==> src/rtl/seq_multiplier_if.sv <==
// Handshake and data bundle for the sequential shift-add multiplier.
// The requester drives operands/controls; the multiplier returns the result and status.
interface seq_multiplier_if #(
    parameter int WA = 16,
    parameter int WB = 9
);
    logic [WA-1:0] A;
    logic [WB-1:0] B;
    logic          REQ;
    logic          ABORT;
    logic [WA-1:0] PROD;
    logic          ACK;
    logic          BUSY;
    logic          OVF;

    modport master (
        output A, B, REQ, ABORT,
        input  PROD, ACK, BUSY, OVF
    );

    modport slave (
        input  A, B, REQ, ABORT,
        output PROD, ACK, BUSY, OVF
    );
endinterface

==> src/rtl/seq_multiplier.sv <==
// Unsigned shift-add multiplier: one multiplier bit per RUN cycle (WB cycles),
// truncated product plus overflow flag registered on entry to DONE.
module seq_multiplier #(
    parameter int WA = 16,
    parameter int WB = 9
) (
    input  logic            CLK,
    input  logic            RST,
    seq_multiplier_if.slave bus
);
    localparam int CW = $clog2(WB + 1);
    localparam int WP = WA + WB;

    typedef enum logic [1:0] {
        S_IDLE = 2'b00,
        S_RUN  = 2'b01,
        S_DONE = 2'b10
    } state_t;

    state_t         state_q, state_d;
    logic [WP-1:0]  mcand_q, mcand_d;
    logic [WP-1:0]  acc_q, acc_d;
    logic [WB-1:0]  mplier_q, mplier_d;
    logic [CW-1:0]  cnt_q, cnt_d;
    logic [WA-1:0]  prod_q, prod_d;
    logic           ovf_q, ovf_d;

    // State register
    always_ff @(posedge CLK or negedge RST) begin
        if (!RST) state_q <= S_IDLE;
        else      state_q <= state_d;
    end

    // Next-state logic; ABORT overrides everything, including RUN completion
    always_comb begin
        state_d = state_q;
        case (state_q)
            S_IDLE:  if (bus.REQ) state_d = S_RUN;
            S_RUN:   if (cnt_q == CW'(1)) state_d = S_DONE;
            S_DONE:  state_d = S_IDLE;
            default: state_d = S_IDLE;
        endcase
        if (bus.ABORT) state_d = S_IDLE;
    end

    // Output decode from the registered state
    always_comb begin
        bus.ACK  = (state_q == S_DONE);
        bus.BUSY = (state_q != S_IDLE);
        bus.PROD = prod_q;
        bus.OVF  = ovf_q;
    end

    // Datapath next values
    always_comb begin
        mcand_d  = mcand_q;
        mplier_d = mplier_q;
        acc_d    = acc_q;
        cnt_d    = cnt_q;
        prod_d   = prod_q;
        ovf_d    = ovf_q;
        case (state_q)
            S_IDLE: begin
                if (bus.REQ) begin
                    mcand_d  = {{WB{1'b0}}, bus.A};
                    mplier_d = bus.B;
                    acc_d    = '0;
                    cnt_d    = CW'(WB);
                end
            end
            S_RUN: begin
                if (mplier_q[0]) acc_d = acc_q + mcand_q;
                mcand_d  = mcand_q << 1;
                mplier_d = mplier_q >> 1;
                cnt_d    = cnt_q - CW'(1);
            end
            default: ;
        endcase
        // Result captures the final partial sum of the same edge that enters DONE
        if (state_q == S_RUN && state_d == S_DONE) begin
            prod_d = acc_d[WA-1:0];
            ovf_d  = |acc_d[WP-1:WA];
        end
    end

    always_ff @(posedge CLK or negedge RST) begin
        if (!RST) begin
            mcand_q  <= '0;
            mplier_q <= '0;
            acc_q    <= '0;
            cnt_q    <= '0;
            prod_q   <= '0;
            ovf_q    <= 1'b0;
        end else begin
            mcand_q  <= mcand_d;
            mplier_q <= mplier_d;
            acc_q    <= acc_d;
            cnt_q    <= cnt_d;
            prod_q   <= prod_d;
            ovf_q    <= ovf_d;
        end
    end
endmodule

==> src/flat_wrapper.sv <==
// flat-port wrapper written by rule: the top's interface ports become plain ports
module seq_multiplier_flat 
#(
    parameter int WA = 16,
    parameter int WB = 9
)
  (CLK, RST, bus_A, bus_B, bus_REQ, bus_ABORT, bus_PROD, bus_ACK, bus_BUSY, bus_OVF);
  seq_multiplier_if #(.WA(WA), .WB(WB)) bus_i ();
  input  logic CLK;
  input  logic RST;
  input wire logic [$bits(bus_i.A)-1:0] bus_A;
  input wire logic [$bits(bus_i.B)-1:0] bus_B;
  input wire logic [$bits(bus_i.REQ)-1:0] bus_REQ;
  input wire logic [$bits(bus_i.ABORT)-1:0] bus_ABORT;
  output wire logic [$bits(bus_i.PROD)-1:0] bus_PROD;
  output wire logic [$bits(bus_i.ACK)-1:0] bus_ACK;
  output wire logic [$bits(bus_i.BUSY)-1:0] bus_BUSY;
  output wire logic [$bits(bus_i.OVF)-1:0] bus_OVF;
  assign bus_i.A = bus_A;
  assign bus_i.B = bus_B;
  assign bus_i.REQ = bus_REQ;
  assign bus_i.ABORT = bus_ABORT;
  assign bus_PROD = bus_i.PROD;
  assign bus_ACK = bus_i.ACK;
  assign bus_BUSY = bus_i.BUSY;
  assign bus_OVF = bus_i.OVF;
  seq_multiplier #(.WA(WA), .WB(WB)) u_core (.CLK(CLK), .RST(RST), .bus(bus_i));
endmodule
==> config.mk <==
export PLATFORM = sky130hd
export DESIGN_NAME = seq_multiplier_flat
export DESIGN_NICKNAME = d
export VERILOG_FILES = /design/src/rtl/seq_multiplier_if.sv /design/src/rtl/seq_multiplier.sv /design/src/flat_wrapper.sv
export SDC_FILE = /design/constraint.sdc
export NUM_CORES = 1
export LEC_CHECK = 0
export ABC_CLOCK_PERIOD_IN_PS = 2400
export CAP_MARGIN = 5
export CORE_MARGIN = 5
export CORE_UTILIZATION = 40
export CTS_CLUSTER_DIAMETER = 200
export DETAILED_ROUTE_END_ITERATION = 10
export PLACE_DENSITY_LB_ADDON = 0.12
export SYNTH_ARGS = -nofsm -noshare
export SYNTH_HDL_FRONTEND = slang
export SYNTH_SLANG_ARGS = --single-unit
==> constraint.sdc <==
create_clock -name CLK -period 2.4 [get_ports CLK]
set_input_delay 0.72 -clock CLK [delete_from_list [all_inputs] [get_ports CLK]]
set_output_delay 0.72 -clock CLK [all_outputs]
set_load 0.05 [all_outputs]
==> results.md <==
- Status: finished, violations left
- Violated checks: setup timing
- Clock Path Buffers: 2
- Async S/R FF share, synth: 1.00
- Buffers and inverters on the worst path: 0
- Fin nets: 641
- Antenna violations before repair: 0
- Minimum clock period: 2.70 ns
- Post-synth top area share: 0.451
- Vias in the first global route: 3911
- TritonCTS Buffers: 9
- I/O Pins: 48
- Die width: 117 um
- Largest net degree at the start of global routing: 83
- Final hold violation count: 0
- Setup CP Type: reg2reg
- Cells after synthesis: 450
- Root Driver: clkbuf_16
- Max-Cap Viols: 0
- Syn avg cell area: 10.1 um^2
- Post-DP HPWL: 8.30 mm
- CP Launch Type: flip-flop
- Iteration-0 DRC Markers: 130
- Fin area: 0.00644 mm^2
- Commonest register cell after synthesis: dfrtp_1
- # setup viols final: 6
- CTS Hold Bufs: 0
- Leak: 0.00296 uW
- Max FO, Critical Path: 3
- Slew HR: 0.637
- Share of cells above drive strength 1: 0.304
- Core area: 0.0113 mm^2
- Slowest CP cell: dfrtp_1
- CP Data Required Time: 2.63 ns
- Worst-path clk slew: 0.06 ns
- RSZ-0062 raised after global routing: yes
- Top cells by area, synth: dfrtp_1 45%, ha_1 7.2%, mux2i_1 5.5%, o21ai_0 5.4%, nand2_1 5.4%
- Routed vias: 3781
- Global-route wire length before repair: 18.9 mm
- Routability congestion estimate from global placement: 0.882
- Via-to-Cell Ratio: 5.17
- Hold slack: 0.411 ns
- Post-synthesis sequential area ratio: 0.451
- Crit path DAT: 2.93 ns
- Slew @ Worst Pin: 0.539 ns
- Worst hold path class: in2async
- Crit share post-route: 1.13
- Post-Syn Area: 0.00455 mm^2
- Final Skew: 0.00743 ns
- Antenna diodes: 0
- TritonCTS clock tree: done
- Setup ws final: -0.304 ns
- Clock sinks: 82
- Leading area contributor after synthesis: dfrtp_1
- Mapped Nets: 506
- Number of port buffers: 47
- Commonest non-fill, non-tap cells in the layout: 91 x buf_4, 82 x dfrtp_1, 64 x nand2_1
- Placed cell areas: 0.00579 mm^2
- Drc violations: 0
- Pre-antenna DRT Iters: 4
- Htree depth: 3
- Maximum vdd drop: 0.000751 V
- Yosys warns: 0
- Commonest non-fill, non-tap cell in the layout: buf_4
- Max Clk Rate: 370 MHz
- GR Util All Layers: 0.178
- Die height: 117 um
- Per-cell routed wire length: 15.5 um
- Rows: 39
- Crit-path max cell delay: 0.38 ns
- Initial Util: 0.403
- Final wirelength: 11.4 mm
- Post-synth EDFFs: 0
- Netlist cell types: 50
- Grt total ovfl: 0
- Crit-path leading delay family: compound AO/OA/AOI/OAI gates
- Cell Chain, Critical Path: ha_2 -> fa_2 -> a211oi_2 -> o21ai_2 -> o21ai_2 -> a31o_4 -> o21ai_2 -> a31oi_2 -> mux2i_1 -> mux2i_1 -> o31a_1
- Fin. max-slew vios: 0
- Post-detailed-route count of antenna-violating nets: 0
- Clk_lat worst skew: 0.35 ns
- PwrDens: 947 mW/mm^2
- Die area: 0.0136 mm^2
- Setup crit end kind: flip-flop
- CP dominant cell by count: o21ai_2
- Synthesis-to-layout area growth: 41.6%
- Synth Register Bits: 82
==> repair_timing <==
action                                  in CTS  in global routing
resized for setup                           10                 47
endpoints found under the setup margin       9                 18
pin swaps                                   13                 32
cloned                                       0                  0
buffers inserted                             5                 11
==> kinds of logic (layout without fill, tap and decap cells) <==
| group | Yosys count | after routing | synth area share |
|---|---|---|---|
| buf+inv | 29 | 168 | 0.0259 |
| simple gates | 115 | 115 | 0.116 |
| flops | 82 | 82 | 0.451 |
| fa+ha+maj | 27 | 27 | 0.0759 |
| compound gates | 132 | 132 | 0.190 |
| mux | 41 | 41 | 0.0947 |
| xor+xnor | 24 | 24 | 0.0462 |
==> layout make-up <==
cell class	instances	area (um^2)
timing repair buffer	145	1260
tap	143	179
clock buffer	11	243
fill	972	4840
sequential	82	2050
clock inverter	4	28.8
multi-input combinational	339	2640
inverter	8	30.0
==> through the flow <==
stage	power (uW)	std cells	setup WS [ns]	setup TNS, ns	util
final	6100	732	-0.304	-0.702	0.571
after global routing	6480	732	-0.465	-1.95	0.571
after CTS	5920	722	-0.383	-1.64	0.548
after detailed placement	4520	702	-0.417	-1.23	0.514
after global placement	4490	702	-0.266	-0.709	0.514
after floorplan	3480	450	-0.170	-0.170	-
==> worst register-to-register path: stages (launching register included) <==
cell and delay, ns:
dfrtp_1 0.38, ha_2 0.20, fa_2 0.36, a211oi_2 0.21, o21ai_2 0.10, o21ai_2 0.17, a31o_4 0.18, o21ai_2 0.06
a31oi_2 0.22, mux2i_1 0.25, mux2i_1 0.13, o31a_1 0.31
==> path summary, 6_finish.rpt <==
kind	end	slack, ns	from	depth (start not counted)
setup / recovery	u_core.bus.OVF	-0.30	u_core.acc_q[0]	11
hold reg to reg	u_core.mplier_q[2]	0.48	u_core.mplier_q[2]	2
hold / removal	u_core.acc_q[16]	0.41	RST	2
setup reg to reg	u_core.bus.OVF	-0.30	u_core.acc_q[0]	11
max in group asynchronous	u_core.mplier_q[7]	1.67	RST	2
min in group CLK	u_core.mplier_q[2]	0.48	u_core.mplier_q[2]	2
==> where the power goes <==
group	switching, uW	internal, uW
registers	216	1710
clock network	560	723
logic	1550	1340
==> cell usage after synthesis, types with 3 or more instances <==
master / instances
inv_1: 8
o21ai_2: 4
and2_1: 4
a21o_1: 10
nor2b_1: 4
xor2_1: 13
nor3_1: 3
a211oi_1: 4
ha_1: 26
dfrtp_1: 82
nand3_1: 6
xnor2_1: 11
buf_2: 4
clkbuf_1: 12
a21oi_1: 23
nor2_1: 11
clkbuf_2: 3
o211ai_1: 3
mux2_2: 16
o21ai_0: 49
and3_1: 5
a31oi_1: 7
a22o_1: 16
nand4_1: 4
nand2_1: 65
nand2b_1: 4
mux2i_1: 25
==> routing by layer <==
layer | track usage | wire length [um]
met1 | 0.236 | 5310
met2 | 0.286 | 5540
met3 | 0.0326 | 294
met4 | 0.0734 | 235
met5 | 0 | 0
==> sequential cells by signal (all words and copies together) (netlist names) <==
signal	flops
u_core.mplier_q	9
u_core.bus.PROD	16
u_core.mcand_q	25
u_core.state_q	2
u_core.bus.OVF	1
u_core.cnt_q	4
u_core.acc_q	25
(Power assumes the default switching activity.)
